File: config.mk
export PLATFORM = sky130hd
export DESIGN_NAME = seq_multiplier_flat
export DESIGN_NICKNAME = d
export VERILOG_FILES = /design/src/rtl/mul_pkg.sv /design/src/rtl/seq_multiplier_if.sv /design/src/rtl/seq_multiplier.sv /design/src/flat_wrapper.sv
export SDC_FILE = /design/constraint.sdc
export NUM_CORES = 1
export LEC_CHECK = 0
export CAP_MARGIN = 20
export CORE_ASPECT_RATIO = 0.7
export CORE_UTILIZATION = 54
export DETAILED_ROUTE_END_ITERATION = 8
export PLACE_DENSITY_LB_ADDON = 0.1
export SETUP_SLACK_MARGIN = 0.5
export SLEW_MARGIN = 20
export SYNTH_ARGS = -nofsm -noshare
export SYNTH_HDL_FRONTEND = slang
export SYNTH_SLANG_ARGS = --single-unit
File: constraint.sdc
create_clock -name clk -period 2.7 [get_ports clk]
set_clock_uncertainty 0.05 [all_clocks]
set_input_delay 0.405 -clock clk [delete_from_list [all_inputs] [get_ports clk]]
set_output_delay 0.405 -clock clk [all_outputs]
set_load 0.05 [all_outputs]
File: src/rtl/mul_pkg.sv
`default_nettype none
// ============================================================================
// Module   : mul_pkg
// Purpose  : Shared definitions for the sequential shift-add multiplier:
//            FSM state encoding, default operand width, iteration count.
// Revision : 1.0 - initial release
// ============================================================================
package mul_pkg;

    // Controller states of the multiplier
    typedef enum logic [1:0] {
        IDLE = 2'b00,
        BUSY = 2'b01,
        DONE = 2'b10
    } state_t;

    // Default operand width; the product is twice this wide
    localparam int c_default_word_size = 8;

    // One radix-2 iteration per operand bit
    function automatic int iter_count(input int width);
        return width;
    endfunction

    localparam int c_iter_count = iter_count(c_default_word_size);

endpackage
`default_nettype wire

File: src/rtl/seq_multiplier_if.sv
`default_nettype none
// ============================================================================
// Module   : seq_multiplier_if
// Purpose  : Start/operand/result bundle of the sequential multiplier.
//            master = requester driving operands, slave = multiplier core.
// Revision : 1.0 - initial release
// ============================================================================
interface seq_multiplier_if
    import mul_pkg::*;
#(
    parameter int word_size = c_default_word_size
);
    logic                 start;
    logic [word_size-1:0] op_a;
    logic [word_size-1:0] op_b;
    logic                 busy;
    logic                 done;
    logic [word_size-1:0] product_lsb;
    logic [word_size-1:0] product_msb;

    modport master (
        output start, op_a, op_b,
        input  busy, done, product_lsb, product_msb
    );

    modport slave (
        input  start, op_a, op_b,
        output busy, done, product_lsb, product_msb
    );
endinterface
`default_nettype wire

File: src/rtl/seq_multiplier.sv
`default_nettype none
// ============================================================================
// Module   : seq_multiplier
// Purpose  : Radix-2 shift-add multiplier, one iteration per clock for
//            word_size clocks, followed by a one-cycle done pulse.
//            Define MUL_SIGNED_EN for two's-complement operands (multiplicand
//            sign-extended, last partial product subtracted); otherwise the
//            operands are unsigned. Latency is the same in both builds.
//            Reset (rst) is asynchronous and active-low.
// Revision : 1.0 - initial release
// ============================================================================
module seq_multiplier
    import mul_pkg::*;
#(
    parameter int word_size = c_default_word_size
) (
    input  logic            clk,
    input  logic            rst,
    seq_multiplier_if.slave bus
);

    localparam int c_iters  = iter_count(word_size);
    localparam int c_cnt_w  = (c_iters > 1) ? $clog2(c_iters) : 1;
    localparam int c_prod_w = 2 * word_size;
    localparam logic [c_cnt_w-1:0] c_last_iter = c_cnt_w'(c_iters - 1);

    state_t                r_state;
    state_t                w_next_state;
    logic                  w_capture;
    logic                  w_iterate;
    logic                  w_last;
    logic                  w_sub;
    logic [c_cnt_w-1:0]    r_count;
    logic [c_prod_w-1:0]   r_acc;
    logic [c_prod_w-1:0]   r_mcand;
    logic [word_size-1:0]  r_mplier;
    logic [c_prod_w-1:0]   w_mcand_ext;
    logic [c_prod_w-1:0]   w_acc_next;

    assign w_last = (r_count == c_last_iter);

    // State register; reset aborts any multiply in flight immediately
    always_ff @(posedge clk or negedge rst) begin
        if (!rst) begin
            r_state <= IDLE;
        end else begin
            r_state <= w_next_state;
        end
    end

    // Next-state decode and status outputs; start only matters in IDLE
    always_comb begin
        w_next_state = r_state;
        w_capture    = 1'b0;
        w_iterate    = 1'b0;
        bus.busy     = 1'b0;
        bus.done     = 1'b0;
        case (r_state)
            IDLE: begin
                if (bus.start) begin
                    w_capture    = 1'b1;
                    w_next_state = BUSY;
                end
            end
            BUSY: begin
                bus.busy  = 1'b1;
                w_iterate = 1'b1;
                if (w_last) begin
                    w_next_state = DONE;
                end
            end
            DONE: begin
                bus.done     = 1'b1;
                w_next_state = IDLE;
            end
            default: begin
                w_next_state = IDLE;
            end
        endcase
    end

    // Operand extension and one shift-add step of the accumulator
    always_comb begin
`ifdef MUL_SIGNED_EN
        // The multiplier MSB carries weight -2^(w-1), so its partial
        // product is subtracted on the final iteration.
        w_mcand_ext = {{word_size{bus.op_a[word_size-1]}}, bus.op_a};
        w_sub       = w_last;
`else
        w_mcand_ext = {{word_size{1'b0}}, bus.op_a};
        w_sub       = 1'b0;
`endif
        w_acc_next = r_acc;
        if (r_mplier[0]) begin
            w_acc_next = w_sub ? (r_acc - r_mcand) : (r_acc + r_mcand);
        end
    end

    // Datapath: capture operands on start, then iterate once per BUSY clock.
    // The accumulator is left untouched in DONE/IDLE so the result holds.
    always_ff @(posedge clk or negedge rst) begin
        if (!rst) begin
            r_acc    <= '0;
            r_mcand  <= '0;
            r_mplier <= '0;
            r_count  <= '0;
        end else if (w_capture) begin
            r_acc    <= '0;
            r_mcand  <= w_mcand_ext;
            r_mplier <= bus.op_b;
            r_count  <= '0;
        end else if (w_iterate) begin
            r_acc    <= w_acc_next;
            r_mcand  <= {r_mcand[c_prod_w-2:0], 1'b0};
            r_mplier <= r_mplier >> 1;
            r_count  <= r_count + 1'b1;
        end
    end

    assign bus.product_lsb = r_acc[word_size-1:0];
    assign bus.product_msb = r_acc[c_prod_w-1:word_size];

endmodule
`default_nettype wire

File: src/flat_wrapper.sv
// flat-port wrapper written by rule: the top's interface ports become plain ports
module seq_multiplier_flat import mul_pkg::*;
#(
    parameter int word_size = c_default_word_size
)
  (clk, rst, bus_start, bus_op_a, bus_op_b, bus_busy, bus_done, bus_product_lsb, bus_product_msb);
  seq_multiplier_if #(.word_size(word_size)) bus_i ();
  input  logic clk;
  input  logic rst;
  input wire logic [$bits(bus_i.start)-1:0] bus_start;
  input wire logic [$bits(bus_i.op_a)-1:0] bus_op_a;
  input wire logic [$bits(bus_i.op_b)-1:0] bus_op_b;
  output wire logic [$bits(bus_i.busy)-1:0] bus_busy;
  output wire logic [$bits(bus_i.done)-1:0] bus_done;
  output wire logic [$bits(bus_i.product_lsb)-1:0] bus_product_lsb;
  output wire logic [$bits(bus_i.product_msb)-1:0] bus_product_msb;
  assign bus_i.start = bus_start;
  assign bus_i.op_a = bus_op_a;
  assign bus_i.op_b = bus_op_b;
  assign bus_busy = bus_i.busy;
  assign bus_done = bus_i.done;
  assign bus_product_lsb = bus_i.product_lsb;
  assign bus_product_msb = bus_i.product_msb;
  seq_multiplier #(.word_size(word_size)) u_core (.clk(clk), .rst(rst), .bus(bus_i));
endmodule
==> metrics <==
Multi-input gate area=1450 um2; die width=83.4 um; worst-path fanout max=3; number of synthesized flops with an enable pin=0; vias in the first global route=1958; number of routed nets with antenna violations=0; post-synth top area share=0.450; drt via density=6.12; Worst Path Required=2.83 ns; GR Overflow Total=0; Die Ht=59.0 um; clock sink count=45; cell mode on critical path=a21o_1; initial drt markers=166; Setup CP Type=flip-flop to flip-flop; Worst-path clk slew=0.09 ns; core area=4400 um2; pin count of the biggest net entering global routing=30; worst slew pin tran=0.654 ns; synth warn=0; Cell Rows=20; top_reg_cell synth=dfrtp_1; die area=4910 um2; global-route wire length before repair=9780 um; CP endpoint kind=flip-flop; Initial Utilization=0.568; NumNets Final=334; Leak Pwr=0.00153 uW; Slew Limit Headroom=0.564; register area=1130 um2; post-synthesis sequential area ratio=0.450; final setup TNS=0 ns; Final Total Pwr=3890 uW; Synth area leader=dfrtp_1; Final GP Congestion=0.827; Clock Latency Late Sink=0.30 ns; PortBufs=36; initial antenna violation count=0; CTS Buffer Depth=2; Max-Cap Viols=0; most frequent cell after synthesis=dfrtp_1; DRC Markers=0; critical path cell sequence=ha_4 > fa_2 > a21o_1 > a21o_1 > a21o_1 > a211o_1 > a31oi_2 > xor2_1 > o21ai_1; CTS Root Cell=clkbuf_8; most instantiated cells after synthesis=dfrtp_1, nand2_1, o21ai_0; HP Class=primary input to async pin; Yosys reg bits=45; htree depth=2; Cell Area, Synth=2500 um2; f_max=0.419 GHz; Global Route Usage Sum=0.259; Tcrit/Tclk final=0.885; min cycle time layout=2.39 ns; syn nets=281; Max VDD drop=0.818 mV; # fillers=308; post-detail-place hpwl=3980 um; status=finished clean; CTS Hold Buffers Added=0; Cell variety after synth=44; top cells by area, synth=dfrtp_1, ha_1, o21ai_0; crit path DAT=2.52 ns; Area growth syn-to-layout=32.1%; RSZ-0062 raised after global routing=yes; Gate Count Post-Synth=244; layout cells sized above 1=0.208; number of diodes=0; Final Max Slew Viols=0; IO Pins=37; Async SR Flop Fraction=1.00; CTS Buf Count=5; power per standard cell area=1180 nW/um2; CTS tree=yes; Detailed Route WL=6360 um; Routed WL per cell=18.0 um; crit path launch type=flip-flop; Worst path slowest cell=dfrtp_2; endpoints failing setup=0; syn_area_per_cell=10.3 um2; vias post-DR=2161; Crit path largest cell delay=0.43 ns; final hold viol count=0; DR pass1 iterations=5
==> critical path, delay by kind of cell (launching register included) <==
| family | cells | cell delay (ns) |
|---|---|---|
| AOI/OAI and AO/OA | 6 | 1.08 |
| adders and majority gates | 2 | 0.53 |
| DFF | 1 | 0.43 |
| xor gates and xnor gates | 1 | 0.19 |
==> final cells by class <==
type | instances | area share
sequential | 45 | 0.343
clock inverter | 1 | 0.00909
clock buffer | 7 | 0.0261
timing repair buffer | 57 | 0.158
tap | 55 | 0.0208
inverter | 4 | 0.00454
multi-input combinational | 184 | 0.438
==> metrics by stage <==
stage | setup WS [ns] | area (um2) | util | cells | hold slack (ns)
floorplan | 0.292 | 2520 | - | 244 | 0.0594
global placement | 0.345 | 2960 | 0.672 | 330 | 0.413
detailed placement | 0.306 | 2960 | 0.672 | 330 | 0.421
CTS | 0.340 | 3160 | 0.718 | 343 | 0.0906
global route | 0.255 | 3300 | 0.750 | 353 | 0.128
finish | 0.311 | 3300 | 0.750 | 353 | 0.0682
==> sequential cells by signal, summed over array words and instances (netlist names) <==
register         count
u_core.r_acc        16
u_core.r_count       3
u_core.r_mplier      8
u_core.r_mcand      16
u_core.r_state       2
==> power breakdown <==
part	internal (uW)	total, uW	switching (uW)
Sequential	938	1190	249
Clock	302	529	227
Combinational	907	2170	1260
==> logic make-up (layout without fill, tap and decap cells) <==
group                    after synthesis  after routing  synth area share
flip-flops                            45             45             0.450
adder cells (fa/ha/maj)               18             18            0.0930
AND/OR/NAND/NOR                       54             54            0.0985
multiplexers                           1              1           0.00450
XOR/XNOR                              11             11            0.0385
AO/OA/AOI/OAI                        100            100             0.292
buffers and inverters                 15             69            0.0230
==> layout by cell type, fill, tap and decap left out, types with 2 or more instances in the layout <==
| master | count |
|---|---|
| a211oi_2 | 2 |
| nand2b_1 | 2 |
| a22o_1 | 12 |
| nor2_1 | 5 |
| a211o_1 | 2 |
| clkdlybuf4s50_1 | 34 |
| o21ai_0 | 28 |
| nor2_2 | 2 |
| nand4_1 | 2 |
| a21oi_2 | 2 |
| o31ai_4 | 2 |
| o21a_1 | 2 |
| buf_4 | 21 |
| xor2_1 | 7 |
| o21bai_1 | 2 |
| clkbuf_8 | 6 |
| dfrtp_2 | 7 |
| o21ai_1 | 5 |
| inv_1 | 4 |
| o311ai_4 | 2 |
| a32o_1 | 2 |
| a21oi_1 | 7 |
| a22oi_1 | 14 |
| ha_1 | 11 |
| a21o_1 | 8 |
| or2_2 | 2 |
| dfrtp_1 | 38 |
| xnor2_1 | 4 |
| nand2_1 | 30 |
| ha_4 | 5 |
| nand3_1 | 2 |
| nor2b_1 | 4 |
==> final timing paths <==
path,from,to,slack (ns),cells past startpoint
max in group asynchronous,rst,u_core.r_mcand[6]$_DFFE_PN0P_,1.83,2
hold reg to reg,u_core.r_mplier[4]$_DFFE_PN0P_,u_core.r_mplier[4]$_DFFE_PN0P_,0.44,2
setup reg to reg,u_core.r_acc[0]$_DFFE_PN0P_,u_core.r_acc[8]$_DFFE_PN0P_,0.31,9
min in group clk,u_core.r_mplier[4]$_DFFE_PN0P_,u_core.r_mplier[4]$_DFFE_PN0P_,0.44,2
hold / removal,rst,u_core.r_mcand[13]$_DFFE_PN0P_,0.07,1
setup / recovery,u_core.r_acc[0]$_DFFE_PN0P_,u_core.r_acc[8]$_DFFE_PN0P_,0.31,9
==> per-layer routing <==
metal,wire length (um),GRT usage,part of all wire
met1,3100,0.390,0.49
met4,63,0.0714,0.0099
met5,0,0,0
met2,2790,0.383,0.44
met3,402,0.0519,0.063
==> what timing repair did <==
| item | in CTS | in global routing |
|---|---|---|
| endpoints found under the setup margin | 5 | 9 |
| resized for setup | 8 | 12 |
| pin swaps | 7 | 12 |
| setup buffers | 5 | 10 |
| hold endpoints to repair | 0 | 0 |
(Power assumes the default switching activity.)
